File: config.mk
export PLATFORM = sky130hd
export DESIGN_NAME = spi_master_arbiter
export DESIGN_NICKNAME = d
export VERILOG_FILES = /design/src/rtl/spi_master_arbiter.sv
export SDC_FILE = /design/constraint.sdc
export NUM_CORES = 1
export LEC_CHECK = 0
export CAP_MARGIN = 20
export CORE_AREA = 2 2 64 66
export CTS_CLUSTER_SIZE = 10
export DETAILED_ROUTE_END_ITERATION = 10
export DIE_AREA = 0 0 66 68
export PLACE_DENSITY = 0.84
export SYNTH_ARGS = -nofsm -noshare
export SYNTH_HDL_FRONTEND = slang
export SYNTH_SLANG_ARGS = --single-unit
File: constraint.sdc
create_clock -name clk -period 1.75 [get_ports clk]
set_input_delay 0.175 -clock clk [delete_from_list [all_inputs] [get_ports clk]]
set_output_delay 0.175 -clock clk [all_outputs]
set_load 0.03 [all_outputs]
File: src/rtl/spi_master_arbiter.sv
// spi_master_arbiter: round-robin sharing of one transmitter_SPI master between N_REQ requesters.
// Define SPI_ARB_TIMEOUT_EN to add the LAUNCH/ACTIVE watchdog and the ERR state.
module spi_master_arbiter #(
    parameter int N_REQ = 4
`ifdef SPI_ARB_TIMEOUT_EN
    , parameter int TIMEOUT_CYCLES = 256
`endif
) (
    input  logic               clk,
    input  logic               rst,
    input  logic [N_REQ-1:0]   req,
    input  logic [8*N_REQ-1:0] req_data,
    input  logic [2*N_REQ-1:0] req_mode,
    output logic [N_REQ-1:0]   gnt,
    output logic [N_REQ-1:0]   done,
    output logic [N_REQ-1:0]   err,
    output logic               busy,
    output logic               spi_strt,
    output logic [7:0]         spi_data_in,
    output logic               spi_CKP,
    output logic               spi_CPH,
    input  logic               spi_CS
);
    localparam int PW = $clog2(N_REQ);
`ifdef SPI_ARB_TIMEOUT_EN
    localparam int CW = $clog2(TIMEOUT_CYCLES) + 1;
    typedef enum logic [2:0] {S_IDLE, S_LAUNCH, S_ACTIVE, S_DONE, S_ERR} state_t;
`else
    typedef enum logic [1:0] {S_IDLE, S_LAUNCH, S_ACTIVE, S_DONE} state_t;
`endif
    state_t state_q, state_d;
    logic [N_REQ-1:0] gnt_q, gnt_d, done_q, done_d;
    logic [PW-1:0] rr_q, rr_d, sel;
    logic [7:0] data_q, data_d;
    logic strt_q, strt_d, ckp_q, ckp_d, cph_q, cph_d;
`ifdef SPI_ARB_TIMEOUT_EN
    logic [CW-1:0] cnt_q, cnt_d;
    logic [N_REQ-1:0] err_q, err_d;
    logic tmo;
    assign tmo = cnt_q == CW'(TIMEOUT_CYCLES - 1);
`endif
    // rr_q doubles as the current winner: lowest request above it wins, else lowest overall
    always_comb begin
        sel = '0;
        for (int i = N_REQ - 1; i >= 0; i--) begin
            if (req[i]) sel = PW'(i);
        end
        for (int i = N_REQ - 1; i >= 0; i--) begin
            if (req[i] && PW'(i) > rr_q) sel = PW'(i);
        end
    end
    always_ff @(posedge clk) begin
        if (rst) begin
            state_q <= S_IDLE;
            rr_q    <= PW'(N_REQ - 1);
            gnt_q   <= '0;
            done_q  <= '0;
            data_q  <= '0;
            strt_q  <= 1'b0;
            ckp_q   <= 1'b0;
            cph_q   <= 1'b0;
        end else begin
            state_q <= state_d;
            rr_q    <= rr_d;
            gnt_q   <= gnt_d;
            done_q  <= done_d;
            data_q  <= data_d;
            strt_q  <= strt_d;
            ckp_q   <= ckp_d;
            cph_q   <= cph_d;
        end
    end
`ifdef SPI_ARB_TIMEOUT_EN
    always_ff @(posedge clk) begin
        if (rst) begin
            cnt_q <= '0;
            err_q <= '0;
        end else begin
            cnt_q <= cnt_d;
            err_q <= err_d;
        end
    end
`endif
    always_comb begin
        state_d = state_q;
        case (state_q)
            S_IDLE:   state_d = |req ? S_LAUNCH : S_IDLE;
`ifdef SPI_ARB_TIMEOUT_EN
            S_LAUNCH: state_d = !spi_CS ? S_ACTIVE : tmo ? S_ERR : S_LAUNCH;
            S_ACTIVE: state_d = spi_CS ? S_DONE : tmo ? S_ERR : S_ACTIVE;
`else
            S_LAUNCH: state_d = !spi_CS ? S_ACTIVE : S_LAUNCH;
            S_ACTIVE: state_d = spi_CS ? S_DONE : S_ACTIVE;
`endif
            default:  state_d = S_IDLE;
        endcase
    end
    always_comb begin
        gnt_d  = gnt_q;
        rr_d   = rr_q;
        data_d = data_q;
        ckp_d  = ckp_q;
        cph_d  = cph_q;
        if (state_q == S_IDLE && |req) begin
            gnt_d  = N_REQ'(1) << sel;
            rr_d   = sel;
            data_d = req_data[{sel, 3'b000} +: 8];
            {ckp_d, cph_d} = req_mode[{sel, 1'b0} +: 2];
        end
        if (state_q == S_DONE) gnt_d = '0;
        // strt waits one LAUNCH cycle so it rises the cycle after the grant
        strt_d = state_q == S_LAUNCH && state_d == S_LAUNCH;
        done_d = state_d == S_DONE ? N_REQ'(1) << rr_q : '0;
`ifdef SPI_ARB_TIMEOUT_EN
        if (state_d == S_ERR) gnt_d = '0;
        err_d = state_d == S_ERR ? N_REQ'(1) << rr_q : '0;
        cnt_d = (state_d == state_q && (state_q == S_LAUNCH || state_q == S_ACTIVE)) ? cnt_q + CW'(1) : '0;
`endif
    end
    assign gnt         = gnt_q;
    assign done        = done_q;
`ifdef SPI_ARB_TIMEOUT_EN
    assign err         = err_q;
`else
    assign err         = '0;
`endif
    assign busy        = state_q != S_IDLE;
    assign spi_strt    = strt_q;
    assign spi_data_in = data_q;
    assign spi_CKP     = ckp_q;
    assign spi_CPH     = cph_q;
endmodule

Yosys cells after proc, flatten, opt, wreduce, memory -nomap -nowiden
Index checks and enable logic that the tools add are counted.
{ "totals": {"in_bits": 47, "regBits": 23, "output_inout_bits": 24, "elab_cells": 45} }
{ "classes": {"n_shift": 4, "bitwise": 1, "mux": 12, "eq_ne": 5, "n_reduce_logical": 11, "order_cmp": 4} }
{ "op_table": {"columns": ["op", "n"], "rows": [
  ["variable part select 32 x 6 -> 8 bit", 1],
  ["two-way mux 2 bit", 9],
  ["variable part select 8 x 4 -> 2 bit", 1],
  ["left shift 1 x 2 -> 4 bit (first input constant)", 2],
  ["equality test 2 bit (second input constant)", 3],
  ["logical AND 1 bit", 6],
  ["case mux 2 bit (3 select lines)", 1],
  ["equality test 2 x 1 -> 1 bit (second input constant)", 2],
  ["greater-than comparator 1 x 2 -> 1 bit (first input constant)", 2],
  ["greater-than comparator 2 bit (first input constant)", 2],
  ["OR reduction 2 bit", 2],
  ["OR reduction 4 bit", 1],
  ["zero test 2 bit", 1],
  ["two-way mux 1 bit", 2],
  ["nonzero test 2 bit", 1],
  ["NOT 1 bit", 1]
]} }

Longest topological paths before layout
{ "depth": {"depth_word": 9, "ltp_mapped": 8, "mapped_depth_nobuf": 5} }

Worst setup path after synthesis
No wires, ideal clock.
{ "synth_timing": {"path_type": "register -> register", "start": "register state_q[0]", "end": "register gnt_q[3], in the netlist gnt[3]", "path_buffers": 1, "arrival_time_ps": 1564, "t_required_ps": 1680, "slack_ps": 116, "setup_ps": 70, "path_stages_with_launch": 6, "cell_sequence": "dfxtp_1 or2_1 a21o_1 buf_12 or3b_1 a21oi_1"} }
{ "synth_via": {"elab_chain_cells": 2, "elab_cells_between_ends": 4, "classes_between": "eq/ne (1); reduce/logical (3)"} }
{ "synth_rtl": {"columns": ["element", "line_no", "text"], "rows": [
  ["start: declaration", "31", "state_t state_q, state_d;"],
  ["start signal: assignment", "63", "state_q <= state_d;"],
  ["equality test 2 bit or zero test 2 bit (tied branches)", "110, 104", null],
  ["OR reduction 2 bit (no source line) or logical AND 1 bit (tied branches)", null, null],
  ["end signal: assignment", "65", "gnt_q <= gnt_d;"],
  ["end: declaration", "32", "logic [N_REQ-1:0] gnt_q, gnt_d, done_q, done_d;"]
]} }
Several ways; a longest one is shown, not always the timed one.
A chain may end at the register's enable or synchronous reset.

Final worst setup path
{ "layout_timing": {"start": "register rr_q[0]", "end": "register gnt_q[2], in the netlist gnt[2]"} }
{ "layout_via": {"elab_chain_cells": 7, "elab_cells_between_ends": 13, "classes_between": "order compare (4); shift (1); mux (4); reduce/logical (4)"} }
{ "layout_rtl": {"columns": ["element", "line_no", "text"], "rows": [
  ["start: declaration", "33", "logic [PW-1:0] rr_q, rr_d, sel;"],
  ["start signal: assignment", "55", "rr_q <= PW'(N_REQ - 1);"],
  ["start signal: assignment", "64", "rr_q <= rr_d;"],
  ["greater-than comparator 2 bit", "49", "if (req[i] && PW'(i) > rr_q) sel = PW'(i);"],
  ["logical AND 1 bit", "49", null],
  ["two-way mux 2 bit (3 in a row)", "49", null],
  ["two-way mux 2 bit (*)", "49", null],
  ["left shift 1 x 2 -> 4 bit (*)", "105", "gnt_d = N_REQ'(1) << sel;"]
]} }
Every way passes the cells marked *; elsewhere a longest branch is shown, timed or not.

==> results.cfg <==
[clock_network]
h-tree-depth = 1
clk_pin_slew_ns = 0.09
cts_tree = built
cts_root_buf = clkbuf_8
cts.path.max_buffers = 2
numClockSinks = 23
cts_buffers = 3
clk_latency_ns = 0.27

[floorplan]
die_w_um = 66
num_rows = 23
die_area_um2 = 4490
core_um2 = 3860
io_pins = 71
die_h_um = 68
initial_core_util_pct = 39.0

[global_routing]
grt_usage_pct = 19.2
antenna_found_initial = 0
grt_pass1_wl_um = 6530
grt_max_degree = 17
overflow = 0
grt_pass1_vias = 1453

[logic_synthesis]
netlist.top_cell.by_area = dfxtp_1
synthTopCellsByArea = dfxtp_1, a221oi_2, a211oi_2, o221ai_1, a21oi_1
synthCells = 164
yosysTopAreaCellShare_pct = 30.6
postSynthAreaPerCell_um2 = 9.18
synthDistinctLibCells = 44
synth-edff-count = 0
synth-seq-cells = 23
seq_area_frac_synth_pct = 30.6
yosys_most_used_dff = dfxtp_1
syn_area_um2 = 1510
ys_async_sr_fraction_pct = 0
synth_warnings = 0

[finish]
final_core_util_pct = 61.4
most-common-layout-cells = clkdlybuf4s50_1, buf_4, dfxtp_1
nNetsFinal = 295
area_growth_pct = 57.2
layoutNonFillerInstCount = 297
drive_gt1_share_pct = 25.1
nFillCells = 331
multi_input_area_um2 = 856
seqCellArea_um2 = 465
final_common_cell = clkdlybuf4s50_1
antennaDiodeCount = 0

[pwr]
fin_total_pwr_mw = 1.91
pwr-share-comb_pct = 49.2
swShare_pct = 36.8
pwr-share-seq_pct = 33.3
p_leak_nw = 0.977
power_density_nw_per_um2 = 809
pwr-share-clk_pct = 17.5
p_switching_mw = 0.705
ir_drop_mv = 0.490
p_int_mw = 1.21

[job]
cap_violations = 0

[place]
dpl.hpwl_um = 3280
placed_cells = 291
port-buffer-count = 66
pre_cts_ws_ns = -0.263
routabilityCongestion = 0.800

[worst_setup_path]
crit_chain = and2b_1 > a2111o_1 > buf_6 > or3_4 > a21oi_2
slowest_delay_ns = 0.40
rr_startpoint = rr_q[0]
cp.depth = 5
rr_worst_depth = 5
end_kind = flop
crit_path_start_kind = flop
critPathSlowestCell = a2111o_1
crit_family = simple AND/OR/NAND/NOR gates
timing.rr.end = gnt[2]
crit_start = rr_q[0]
crit_required_ns = 1.95
path_max_fanout = 7
worst-path-buf-inv = 1
rrSetupSlack_ns = 0.07
cp.arrival_ns = 1.87
criticalPathCategory = flop to flop

[detailed_routing]
avgRoutedWirePerCell_um = 15.1
drc_errors = 0
first_pass_iters = 4
wl_um = 4490
highest_layer = met4
wl_met1_um = 1860
vias = 1550
drtIter0Drc = 49
wl_met2_um = 2320
postRouteAntennaNets = 0
wl_met3_um = 209
drt-vias-per-instance = 5.22

[timing]
drv_slew = 0
rsz0062_at_grt = yes
period_minus_slack_ns = 1.68
finalHoldViolations = 0
max_clock_freq_ghz = 0.597
setup_ws_ns = 0.0742
setup_violations = 0
holdWs_ns = 0.472
skew_ns = 0.0127
fin_crit_sh_pct = 95.8

[hold_path]
hp-start = gnt[1]
min_path_cells = 2
hold_end = gnt[1]
hp-class = flop to flop

[status]
outcome = finished clean
[Yosys cell counts, types with 2 or more instances]
cell type,instances
a211oi_2,9
a21o_1,2
a21oi_1,17
a21oi_2,2
a221oi_1,2
a221oi_2,8
and3b_1,2
buf_2,2
buf_4,4
buf_6,7
clkbuf_8,3
dfxtp_1,23
inv_1,11
nand2_1,10
nand2b_1,3
nor2_1,18
nor3_1,2
nor3b_1,2
o21ai_0,2
o21ai_1,2
o221ai_1,10
[area by class of cell]
cell class / count / share of cell area [%]
Tap cell: 50 / 2.64
Inverter: 11 / 1.75
Multi-Input combinational cell: 116 / 36.2
Clock inverter: 1 / 0.212
Timing Repair Buffer: 93 / 37.8
Clock buffer: 3 / 1.75
Sequential cell: 23 / 19.7
[per-stage QoR]
stage,setup TNS (ns),area [um2]
2_1_floorplan,0,1520
3_3_place_gp,-2.40,2270
3_5_place_dp,-2.82,2270
4_1_cts,0,2320
5_1_grt,-0.0114,2370
6_report,0,2370
[state kept, by name (all words and copies together) (netlist names)]
signal,cells
spi_CKP,1
rr_q,2
spi_strt,1
spi_data_in,8
done,4
spi_CPH,1
gnt,4
state_q,2
[per-layer routing]
| layer | track usage, % | vias to the layer above |
|---|---|---|
| li1 | - | 764 |
| met1 | 22.4 | 729 |
| met2 | 34.5 | 45 |
| met3 | 3.45 | 12 |
| met4 | 8.16 | 0 |
| met5 | 0 | - |
[timing repair]
action                                  CTS  global route
gates resized for setup                   5             9
hold buffers                              0             0
endpoints found under the setup margin    3            11
setup buffers                             0             1
cloned                                    0             1
pin swaps                                 0             2
[kinds of logic after synthesis]
kind of cell	after synthesis	share of synthesized area, %
xor+xnor	1	0.582
flops	23	30.6
buf+inv	28	14.7
other cells	1	0.249
simple gates	47	16.0
compound gates	63	37.2
mux	1	0.665
[power groups by stage]
stage	sequential, mW	clock [mW]	combinational [mW]
floorplan	0.735	0	0.486
global placement	0.643	0	0.892
detailed placement	0.645	0	0.909
CTS	0.635	0.341	0.912
global route	0.645	0.366	1.01
finish	0.638	0.335	0.941
[worst max path at each step]
stage,endpoint
3_3_place_gp,spi_data_in[3]
5_1_grt,spi_data_in[7]
2_1_floorplan,gnt[3]
4_1_cts,busy
3_5_place_dp,spi_data_in[7]
6_report,gnt[2]
[worst reg2reg max path, cell delays in order (launching register included)]
cell and delay [ns]:
dfxtp_2 0.35, and2b_1 0.19, a2111o_1 0.40, buf_6 0.15, or3_4 0.37, a21oi_2 0.14
Note: power is estimated with default switching activity, not from simulation.
